<file path="config.mk">
export PLATFORM = sky130hd
export DESIGN_NAME = seg_scan_ctrl
export DESIGN_NICKNAME = d
export VERILOG_FILES = /design/src/rtl/seg_scan_ctrl.sv
export SDC_FILE = /design/constraint.sdc
export NUM_CORES = 1
export LEC_CHECK = 0
export CAP_MARGIN = 25
export CORE_UTILIZATION = 40
export CTS_CLUSTER_DIAMETER = 60
export DETAILED_ROUTE_END_ITERATION = 7
export PLACE_DENSITY_LB_ADDON = 0.08
export SLEW_MARGIN = 20
export SYNTH_ARGS = -nofsm -noshare
export SYNTH_HDL_FRONTEND = slang
export SYNTH_SLANG_ARGS = --single-unit
</file>
<file path="constraint.sdc">
create_clock -name clk -period 3.6 [get_ports clk]
set_input_delay 0.36 -clock clk [delete_from_list [all_inputs] [get_ports clk]]
set_output_delay 0.36 -clock clk [all_outputs]
set_load 0.03 [all_outputs]
</file>
<file path="src/rtl/seg_scan_ctrl.sv">
// Multiplexed scan controller for an N-digit common-anode 7-segment display.
// Double-buffered hex value, per-digit enable, leading-zero blanking, guard gap.
module seg_scan_ctrl #(
    parameter int NUM_DIGITS = 8,
    parameter int SCAN_DIV   = 100000,
    parameter int GAP_CYC    = 2000
) (
    input  logic                    clk,
    input  logic                    rst,
    input  logic                    load,
    input  logic [4*NUM_DIGITS-1:0] data,
    input  logic [NUM_DIGITS-1:0]   digit_en,
    input  logic                    lz_en,
    output logic                    ack,
    output logic [NUM_DIGITS-1:0]   an,
    output logic [6:0]              seg
);

    localparam int CW = (SCAN_DIV > 1) ? $clog2(SCAN_DIV) : 1;
    localparam int IW = (NUM_DIGITS > 1) ? $clog2(NUM_DIGITS) : 1;
    localparam logic [CW-1:0] CNT_MAX = CW'(SCAN_DIV - 1);
    localparam logic [CW-1:0] GAP_END = CW'(GAP_CYC);
    localparam logic [IW-1:0] IDX_MAX = IW'(NUM_DIGITS - 1);

    typedef enum logic {PH_GAP, PH_ON} phase_t;

    logic [CW-1:0]           cnt;
    logic [IW-1:0]           idx;
    phase_t                  phase;
    logic                    frame_end;

    logic [4*NUM_DIGITS-1:0] pend_data, act_data;
    logic [NUM_DIGITS-1:0]   pend_en, act_en;
    logic                    pend_lz, act_lz, pend_valid;

    logic [IW-1:0]           hi;
    logic                    lit;
    logic [3:0]              nib;

    function automatic logic [6:0] seg_code(input logic [3:0] n);
        case (n)
            4'h0: seg_code = 7'b0000001;
            4'h1: seg_code = 7'b1001111;
            4'h2: seg_code = 7'b0010010;
            4'h3: seg_code = 7'b0000110;
            4'h4: seg_code = 7'b1001100;
            4'h5: seg_code = 7'b0100100;
            4'h6: seg_code = 7'b0100000;
            4'h7: seg_code = 7'b0001111;
            4'h8: seg_code = 7'b0000000;
            4'h9: seg_code = 7'b0000100;
            4'hA: seg_code = 7'b0001000;
            4'hB: seg_code = 7'b1100000;
            4'hC: seg_code = 7'b0110001;
            4'hD: seg_code = 7'b1000010;
            4'hE: seg_code = 7'b0110000;
            default: seg_code = 7'b0111000;
        endcase
    endfunction

    assign frame_end = (cnt == CNT_MAX) && (idx == IDX_MAX);

    always_ff @(posedge clk or posedge rst) begin
        if (rst) begin
            cnt <= '0;
            idx <= '0;
        end else if (cnt == CNT_MAX) begin
            cnt <= '0;
            idx <= (idx == IDX_MAX) ? '0 : idx + IW'(1);
        end else begin
            cnt <= cnt + CW'(1);
        end
    end

    // load/ack: load is a one-cycle strobe with no ready; it always lands in the
    // pending buffer (last write wins). ack pulses for one cycle after the frame
    // boundary that moved a valid pending value into the active buffer.
    always_ff @(posedge clk or posedge rst) begin
        if (rst) begin
            pend_data  <= '0;
            pend_en    <= '0;
            pend_lz    <= 1'b0;
            pend_valid <= 1'b0;
            act_data   <= '0;
            act_en     <= '1;
            act_lz     <= 1'b0;
            ack        <= 1'b0;
        end else begin
            if (frame_end && pend_valid) begin
                act_data <= pend_data;
                act_en   <= pend_en;
                act_lz   <= pend_lz;
            end
            if (load) begin
                pend_data  <= data;
                pend_en    <= digit_en;
                pend_lz    <= lz_en;
                pend_valid <= 1'b1;
            end else if (frame_end) begin
                pend_valid <= 1'b0;
            end
            ack <= frame_end && pend_valid;
        end
    end

    // hi = highest enabled digit holding a nonzero nibble; stays 0 when none,
    // which keeps digit 0 visible for an all-zero value.
    always_comb begin
        hi = '0;
        for (int i = 0; i < NUM_DIGITS; i++) begin
            if (act_en[i] && (act_data[4*i +: 4] != 4'h0)) hi = IW'(i);
        end
    end

    always_comb begin
        phase = (cnt < GAP_END) ? PH_GAP : PH_ON;
        nib   = act_data[{idx, 2'b00} +: 4];
        lit   = act_en[idx] && !(act_lz && (idx > hi));
    end

    always_ff @(posedge clk or posedge rst) begin
        if (rst) begin
            an  <= '1;
            seg <= '1;
        end else if ((phase == PH_ON) && lit) begin
            an  <= ~(NUM_DIGITS'(1) << idx);
            seg <= seg_code(nib);
        end else begin
            an  <= '1;
            seg <= '1;
        end
    end

endmodule

</file>
==> results_dict.tcl, run 1 <==
set metrics [dict create \
    outcome "finished, final reports clean" \
    cts_tree "yes" \
    cp-start-kind "register" \
    fin_cells 637 \
    fin_crit_sh_pct 75.02 \
    slew_headroom_pct 38.13 \
    path_clk_slew_ps 60 \
    yosys.area.top_type "dfrtp_1" \
    die_x_um 118.9 \
    initial_utilization_pct 41.13 \
    wl_per_cell_um 15.91 \
    cts_max_level 4 \
    grt_pass1_wl_um 17090 \
    cp_max_fo 41 \
    syn-cell-area_um2 5469 \
    setup_ws_ps 899.3 \
    peakVddDrop_uv 296.0 \
    core.rowCount 42 \
    drt_pre_antenna_iters 4 \
    fin_crit_ps 2701 \
    cts.sinks 119 \
    synth_cells 377 \
    dp.cells 605 \
    die_h_um 118.9 \
    synthFlopType "dfrtp_1" \
    synth_top_area_share_pct 43.93 \
    hpwl_um 7278 \
    path_class "register to register" \
    cts.root.buffer_cell "clkbuf_16" \
    core-area_um2 13300 \
    synth-seq-area-share_pct 54.98 \
    rsz0062_at_grt "no" \
    holdBufCountCts 0 \
    die-area_um2 14140 \
    grt.total_usage_pct 15.99 \
    max_freq_mhz 370.3 \
    synth_area_per_cell_um2 14.51 \
    finalSetupTns_ps 0 \
    utilization_pct 51.33 \
    pre_cts_ws_ps 931.5 \
    finalSetupViolCount 0 \
    cts_buffer_depth 2 \
    cts_setup_buffers 0 \
    num_antenna_cells 0 \
    synthesis.nets 437 \
    synth.distinct_cells 41 \
    drive_above_1_share_pct 36.23 \
    power_w 0.003118 \
    worst_skew_pair.late_latency_ps 410 \
    crit_chain "or4_4 > or4_4 > nor4_4 > nand3_2 > buf_4 > mux2_4" \
    area.growth.synth_to_final_pct 24.78 \
    worst_slew_pin_slew_ps 928.0 \
    hold_viol_final 0 \
    crit_top_cell "or4_4" \
    drtIter0Drc 182 \
    hold_path.class "primary input to async pin" \
    vias_per_cell 5.042 \
    antenna_left 0 \
    grt_pass1_vias 3287 \
    endpoint_kind "register" \
    cp.required_ps 3890 \
    async_flop_share_pct 100.0 \
    ys_seq_elements 119 \
    fin_skew_ps 9.587 \
    grt-ovfl-total 0 \
    ys_top_cells_by_area "dfrtp_1 44%, dfstp_2 11%, mux2_4 11%" \
    numCtsBuffers 17 \
    regToRegSetupSlack_ps 900 \
    grt_antenna_before_repair 0 \
    p_per_area_nw_per_um2 456.9 \
    yosys_warnings 0 \
    wl_um 10140 \
    fillCellCount 1173 \
    synth_edf_count 0 \
    slowest_stage "or4_4" \
    route.detailed.drc 0 \
    yosys-top-cells-count "96 x dfrtp_1, 46 x mux2_2, 40 x mux2_4, 23 x dfstp_2, 17 x nand3_1" \
    vias 3212 \
    p_leak_nw 3.046 \
    port_buffers 59 \
    final_nets 508 \
    ios 60 \
    drv_slew 0 \
    cts_resized 0 \
    cpPeakStageDelay_ps 570 \
    grt_start_max_net_pins 65 \
    synth.most_common_cell "dfrtp_1" \
    cp.arrival_ps 2990 \
    place_congestion 0.8120 \
    cap_viol_max_count 0 \
]
layout by cell type, fill, tap and decap left out, types with 5 or more instances in the layout:
cell type / netlist / routed
dfrtp_1: 96 / 96
clkdlybuf4s50_1: 0 / 58
mux2_2: 46 / 46
mux2_4: 40 / 40
dfstp_2: 23 / 23
nand3_1: 17 / 17
clkbuf_16: 0 / 17
nor2_1: 16 / 16
ha_1: 16 / 16
nand2_1: 13 / 13
mux4_2: 10 / 10
mux2i_1: 8 / 8
xor2_1: 7 / 7
xnor2_1: 7 / 7
buf_4: 0 / 7
inv_1: 7 / 6
o41ai_1: 6 / 6
nand2b_1: 5 / 5
final cells by class:
class,instances,area (um^2),area share (%)
well taps,176,220.2,3.227
repair buffers,67,658.1,9.644
clock buffers,21,460.4,6.747
multi-input cells,235,2345,34.36
clock inverters,11,101.3,1.485
inverters,8,32.53,0.4767
flip-flops and latches,119,3007,44.06
final timing paths:
| kind | from | endpoint | depth (start not counted) |
|---|---|---|---|
| setup / recovery | cnt[13] | act_data[25] | 6 |
| hold / removal | rst | pend_lz | 2 |
| setup reg to reg | cnt[13] | act_data[25] | 6 |
| hold reg to reg | cnt[0] | cnt[0] | 1 |
| max in group asynchronous | rst | seg[5] | 3 |
| min in group clk | cnt[0] | cnt[0] | 1 |
per-stage QoR:
stage	instance area (um^2)	hold WS, ps
6_report	6824	277.8
3_5_place_dp	6262	479.8
4_1_cts	6824	275.1
2_1_floorplan	5469	454.9
5_1_grt	6824	305.5
3_3_place_gp	6262	476.0
power by group:
group | internal [W] | switching (W)
Sequential | 0.00139 | 0.0000266
Combinational | 0.0000853 | 0.0000495
Clock | 0.000982 | 0.000588
Total | 0.00245 | 0.000664
layer usage:
| layer | GRT usage (%) | vias up | wire length, um |
|---|---|---|---|
| li1 | - | 1517 | - |
| met1 | 20.28 | 1609 | 4726 |
| met2 | 24.52 | 67 | 4788 |
| met3 | 5.795 | 19 | 443 |
| met4 | 7.041 | 0 | 179 |
| met5 | 0 | - | 0 |
state kept, by name, summed over array words and instances (netlist names), 3 cells and up:
| register | cells |
|---|---|
| cnt | 17 |
| pend_data | 32 |
| act_data | 32 |
| act_en | 8 |
| an | 8 |
| pend_en | 8 |
| seg | 7 |
| idx | 3 |
kinds of logic (layout without fill, tap and decap cells):
| family | after synthesis | after routing | synth area share, % |
|---|---|---|---|
| muxes | 104 | 104 | 26.04 |
| AOI/OAI and AO/OA | 26 | 26 | 3.501 |
| xor gates and xnor gates | 14 | 14 | 2.242 |
| DFF | 119 | 119 | 54.98 |
| and+or+nand+nor | 75 | 75 | 7.436 |
| buffers and inverters | 23 | 107 | 2.150 |
| adders and majority gates | 16 | 16 | 3.660 |
critical path: cells and delay by family, from the launching register on:
family	cells	cell delay, ps
simple gates	4	1380
flops	1	430
mux	1	390
buf+inv	1	350
(Power assumes the default switching activity.)
==> run 2: changes to the inputs <==
==> constraint.sdc (replaced) <==
create_clock -name clk -period 2.2 [get_ports clk]
set_input_delay 0.22 -clock clk [delete_from_list [all_inputs] [get_ports clk]]
set_output_delay 0.22 -clock clk [all_outputs]
set_load 0.03 [all_outputs]
==> run 2 against run 1 <==
- the flow now finishes with violations (setup timing)
- sequential power is 64% higher
- clock skew is 3.8 ps higher
- utilization is 6.2 points higher
- combinational power is 65% higher
- via count is 8.3% higher
- critical endpoint is now act_data[5]
- largest power group unchanged
==> results_dict.tcl, run 2 (synthesis gave the netlist of run 1 again) <==
set metrics [dict create \
    outcome "finished with violations" \
    violations "setup timing" \
    finalSetupViolCount 57 \
    place_congestion 0.7848 \
    grt-ovfl-total 0 \
    holdBufCountCts 0 \
    p_leak_nw 3.549 \
    fin_crit_sh_pct 113.5 \
    critical_path.startpoint "cnt[13]" \
    port_buffers 59 \
    setup_ws_ps -296.6 \
    grt_pass1_vias 3687 \
    cp.arrival_ps 2800 \
    multi_input_area_um2 2519 \
    p_switching_w 0.001179 \
    final_common_cell "dfrtp_1" \
    area.growth.synth_to_final_pct 39.97 \
    drt_pre_antenna_iters 4 \
    regToRegSetupSlack_ps -300 \
    slew_headroom_pct 59.76 \
    cp-start-kind "register" \
    cts_max_level 4 \
    worstSetupEndpoint "act_data[5]" \
    path_clk_slew_ps 60 \
    vias 3477 \
    p_clk_share_pct 53.0 \
    reg2reg_from "cnt[13]" \
    peakVddDrop_uv 514.0 \
    fillCellCount 1117 \
    cts_buffer_depth 2 \
    endpoint_kind "register" \
    cts_tree "yes" \
    seq_power_share_pct 42.8 \
    num_antenna_cells 0 \
    pre_cts_ws_ps -298.8 \
    p_int_w 0.004225 \
    vias_per_cell 4.897 \
    final_cell_mix "95 x dfrtp_1, 75 x buf_4, 58 x clkdlybuf4s50_1, 45 x mux2_2, 41 x mux2_4" \
    cp.required_ps 2500 \
    core.rowCount 42 \
    r2r-end "act_data[5]" \
    cts.sinks 119 \
    wl_per_cell_um 16.44 \
    seqCellArea_um2 3008 \
    hold_path.class "primary input to register" \
    hold_viol_final 0 \
    rsz0062_at_grt "yes" \
    utilization_pct 57.58 \
    critical_path_depth 6 \
    crit_chain "or4_4 > or4_4 > nor4_4 > nand3_4 > buf_12 > mux2_4" \
    grt_pass1_wl_um 19350 \
    core-area_um2 13300 \
    worst_slew_pin_slew_ps 603.6 \
    fin_crit_ps 2497 \
    critPathTopFamily "simple AND/OR/NAND/NOR gates" \
    numCtsBuffers 17 \
    final_nets 581 \
    worst_skew_pair.late_latency_ps 430 \
    path_class "register to register" \
    drtIter0Drc 116 \
    initial_utilization_pct 41.13 \
    hpwl_um 7900 \
    grt_start_max_net_pins 120 \
    cap_viol_max_count 0 \
    wl_um 11670 \
    die_h_um 118.9 \
    cpPeakStageDelay_ps 540 \
    drv_slew 0 \
    cp_max_fo 21 \
    antenna_left 0 \
    die_x_um 118.9 \
    max_freq_mhz 400.6 \
    cts.root.buffer_cell "clkbuf_16" \
    drive_above_1_share_pct 49.44 \
    grt.total_usage_pct 18.21 \
    die-area_um2 14140 \
    worst_r2r_path_depth 6 \
    grt_antenna_before_repair 0 \
    route.detailed.drc 0 \
    p_per_area_nw_per_um2 705.9 \
    cp_num_buf_inv 1 \
    reg.largest.list "act_data x32, pend_data x32, cnt x17" \
    swShare_pct 21.81 \
    ios 60 \
    fin_skew_ps 13.38 \
    slowest_stage "or4_4" \
    crit_top_cell "or4_4" \
    comb_power_share_pct 4.1 \
]
[run 2: changes by cell type in the layout (fill, tap and decap cells not counted), sizes merged]
cell	change
buf	+72
bufinv	+2
clkbuf	-2
inv	+1
[run 2: how the worst min path moves through the flow]
stage | start | to | slack, ps | cells after the start
after global routing | load | pend_valid | 300 | 2
final | load | pend_valid | 290 | 2
after floorplan | data[29] | pend_data[29] | 370 | 1
after detailed placement | pend_data[0] | act_data[0] | 490 | 1
after CTS | load | pend_valid | 290 | 2
after global placement | pend_data[31] | act_data[31] | 490 | 1
[run 2: layout make-up]
type / count / share of cell area (%)
Sequential cell: 119 / 39.29
Multi-Input combinational cell: 235 / 32.90
Timing Repair Buffer: 140 / 16.46
Clock buffer: 18 / 5.737
Tap cell: 176 / 2.877
Clock inverter: 14 / 2.288
Inverter: 8 / 0.4413
[run 2: repair_timing]
item	in CTS	in global routing
endpoints found under the setup margin	57	57
buffers inserted	2	3
pin swaps	5	2
cloned	1	2
gates resized for setup	7	14
[run 2: stage by stage]
stage	hold WS [ps]	cell area [um^2]	std cells	total power (W)	setup TNS, ps
finish	294.7	7655	710	0.005403	-13840
global route	303.2	7655	710	0.005598	-17290
detailed placement	492.4	6859	672	0.002585	-11950
floorplan	371.7	5567	377	0.002457	-9612
global placement	491.3	6859	672	0.002576	-10770
CTS	285.5	7532	706	0.005461	-11700
[run 2: per-layer routing]
| layer | vias up | global-route usage (%) | wire, um |
|---|---|---|---|
| li1 | 1658 | - | - |
| met1 | 1741 | 23.71 | 5452 |
| met2 | 61 | 28.40 | 5666 |
| met3 | 17 | 5.268 | 395 |
| met4 | 0 | 7.595 | 156 |
| met5 | - | 0 | 0 |
[run 2: power by group through the flow]
stage	clock, W	sequential (W)	combinational, W
after floorplan	0	0.00233	0.000126
after global placement	0	0.00235	0.000223
after detailed placement	0	0.00235	0.000231
after CTS	0.00291	0.00232	0.000231
after global routing	0.00303	0.00232	0.000248
final	0.00287	0.00231	0.000223
==> run 3: changes to the inputs <==
--- a/config.mk
+++ b/config.mk
@@ -9,7 +9,6 @@
 export CORE_UTILIZATION = 40
 export CTS_CLUSTER_DIAMETER = 60
 export DETAILED_ROUTE_END_ITERATION = 7
-export PLACE_DENSITY_LB_ADDON = 0.08
 export SLEW_MARGIN = 20
 export SYNTH_ARGS = -nofsm -noshare
 export SYNTH_HDL_FRONTEND = slang
==> run 3 against run 2 <==
- non-clock buffer count fell by 7
- largest power group unchanged
- sequential power barely moved
- worst hold slack got worse by 100 ps
- the run still ends with setup timing left
==> results_dict.tcl, run 3 (synthesis gave the netlist of run 1 again) <==
set metrics [dict create \
    max_freq_mhz 411.4 \
    busiest_layer "met2" \
    pre_cts_ws_ps -361.9 \
    route.detailed.drc 0 \
    fin_crit_ps 2431 \
    die_h_um 118.9 \
    core-area_um2 13300 \
    fin_skew_ps 10.46 \
    hold_viol_final 0 \
    worst_slew_pin_slew_ps 553.0 \
    final_cell_mix "95 x dfrtp_1, 70 x buf_4, 58 x clkdlybuf4s50_1, 45 x mux2_2, 41 x mux2_4" \
    fillCellCount 1053 \
    port_buffers 59 \
    cts_max_level 4 \
    reg.largest.list "act_data x32, pend_data x32, cnt x17" \
    cp.required_ps 2490 \
    cp-start-kind "register" \
    fin_crit_sh_pct 110.5 \
    finalSetupViolCount 56 \
    cts_buffer_depth 2 \
    grt.met2_usage_pct 27.78 \
    die-area_um2 14140 \
    drv_slew 0 \
    drt_pre_antenna_iters 5 \
    grt_pass1_vias 3664 \
    p_leak_nw 3.532 \
    vias_per_cell 4.882 \
    cts.sinks 119 \
    vias 3432 \
    path_class "register to register" \
    peakVddDrop_uv 434.3 \
    grt_pass1_wl_um 18670 \
    endpoint_kind "register" \
    grt.total_usage_pct 17.47 \
    use_met1_pct 22.88 \
    final_nets 574 \
    cap_viol_max_count 0 \
    grt-ovfl-total 0 \
    initial_utilization_pct 41.13 \
    regToRegSetupSlack_ps -230 \
    p_per_area_nw_per_um2 720.3 \
    antenna_left 0 \
    finalSetupTns_ps -11470 \
    core.rowCount 42 \
    cts.root.buffer_cell "clkbuf_16" \
    violations "setup timing" \
    ios 60 \
    final_common_cell "dfrtp_1" \
    area.growth.synth_to_final_pct 39.14 \
    hold_path.class "primary input to async pin" \
    place_congestion 0.8253 \
    wl_per_cell_um 15.69 \
    cp_max_fo 41 \
    rsz0062_at_grt "yes" \
    grt_start_max_net_pins 56 \
    worst_skew_pair.late_latency_ps 410 \
    die_x_um 118.9 \
    cp.arrival_ps 2720 \
    drtIter0Drc 171 \
    num_antenna_cells 0 \
    numCtsBuffers 17 \
    cts_tree "yes" \
    drive_above_1_share_pct 48.77 \
    hpwl_um 7850 \
    grt_antenna_before_repair 0 \
    use_met3_pct 4.167 \
    power_w 0.005482 \
    wl_um 11030 \
    setup_ws_ps -231.0 \
    slew_headroom_pct 63.13 \
    outcome "finished with violations" \
    path_clk_slew_ps 50 \
]
## run 3: changes by cell type in the layout (fill, tap and decap cells not counted), moves of 2 or more
cell,before,now
clkinvlp_4,4,2
clkbuf_1,0,3
nand3_2,7,9
clkbuf_8,1,4
inv_6,2,0
buf_4,75,70
clkinv_4,4,0
## run 3: layout make-up
class,instances,area [um^2],share of cell area (%)
multi-input cells,235,2531,33.26
clock buffers,24,491.7,6.462
repair buffers,133,1182,15.54
clock inverters,8,142.6,1.874
well taps,176,220.2,2.894
inverters,8,33.78,0.4439
flip-flops and latches,119,3008,39.53
## run 3: what timing repair did
item / in CTS / in global routing
hold endpoints to repair: 0 / 0
endpoints found under the setup margin: 57 / 57
hold buffers: 0 / 0
gates resized for setup: 11 / 10
cloned: 0 / 1
pin swaps: 0 / 7
buffers inserted: 2 / 0
## run 3: where the power goes
group | leakage (nW) | total [W] | switching [W] | internal (W)
Clock | 0.310 | 0.00294 | 0.000930 | 0.00201
Combinational | 1.75 | 0.000226 | 0.0000836 | 0.000143
Sequential | 1.47 | 0.00232 | 0.0000469 | 0.00227
Total | 3.53 | 0.00548 | 0.00106 | 0.00442
## run 3: metal layers
metal / routed length [um] / share of wire (%) / vias to the layer above
met5: 0 / 0 / -
met4: 157 / 1.4 / 0
met3: 352 / 3.2 / 14
met2: 5286 / 48 / 67
met1: 5231 / 47 / 1706
li1: - / - / 1645
## run 3: stage by stage
stage,area [um^2],cells,util [%],hold slack [ps]
after floorplan,5567,377,-,371.7
after global routing,7610,703,57.24,227.6
after CTS,7553,703,56.81,201.3
after global placement,6857,670,51.57,495.7
final,7610,703,57.24,192.6
after detailed placement,6857,670,51.57,493.6
## run 3: critical path, cell delays in order, from the launching register on
cell,delay (ps)
dfrtp_1,370
or4_4,550
or4_4,510
nor4_4,180
nand3_2,130
buf_12,210
mux2_4,330
## run 3: path summary, 6_finish.rpt
kind / cells past startpoint / end / from
worst min-delay path: 2 / pend_data[24] / rst
worst max-delay path: 6 / act_data[7] / cnt[13]
min in group clk: 2 / pend_en[7] / digit_en[7]
max in group asynchronous: 3 / an[1] / rst
worst max register to register: 6 / act_data[7] / cnt[13]
worst min register to register: 1 / act_data[25] / pend_data[25]
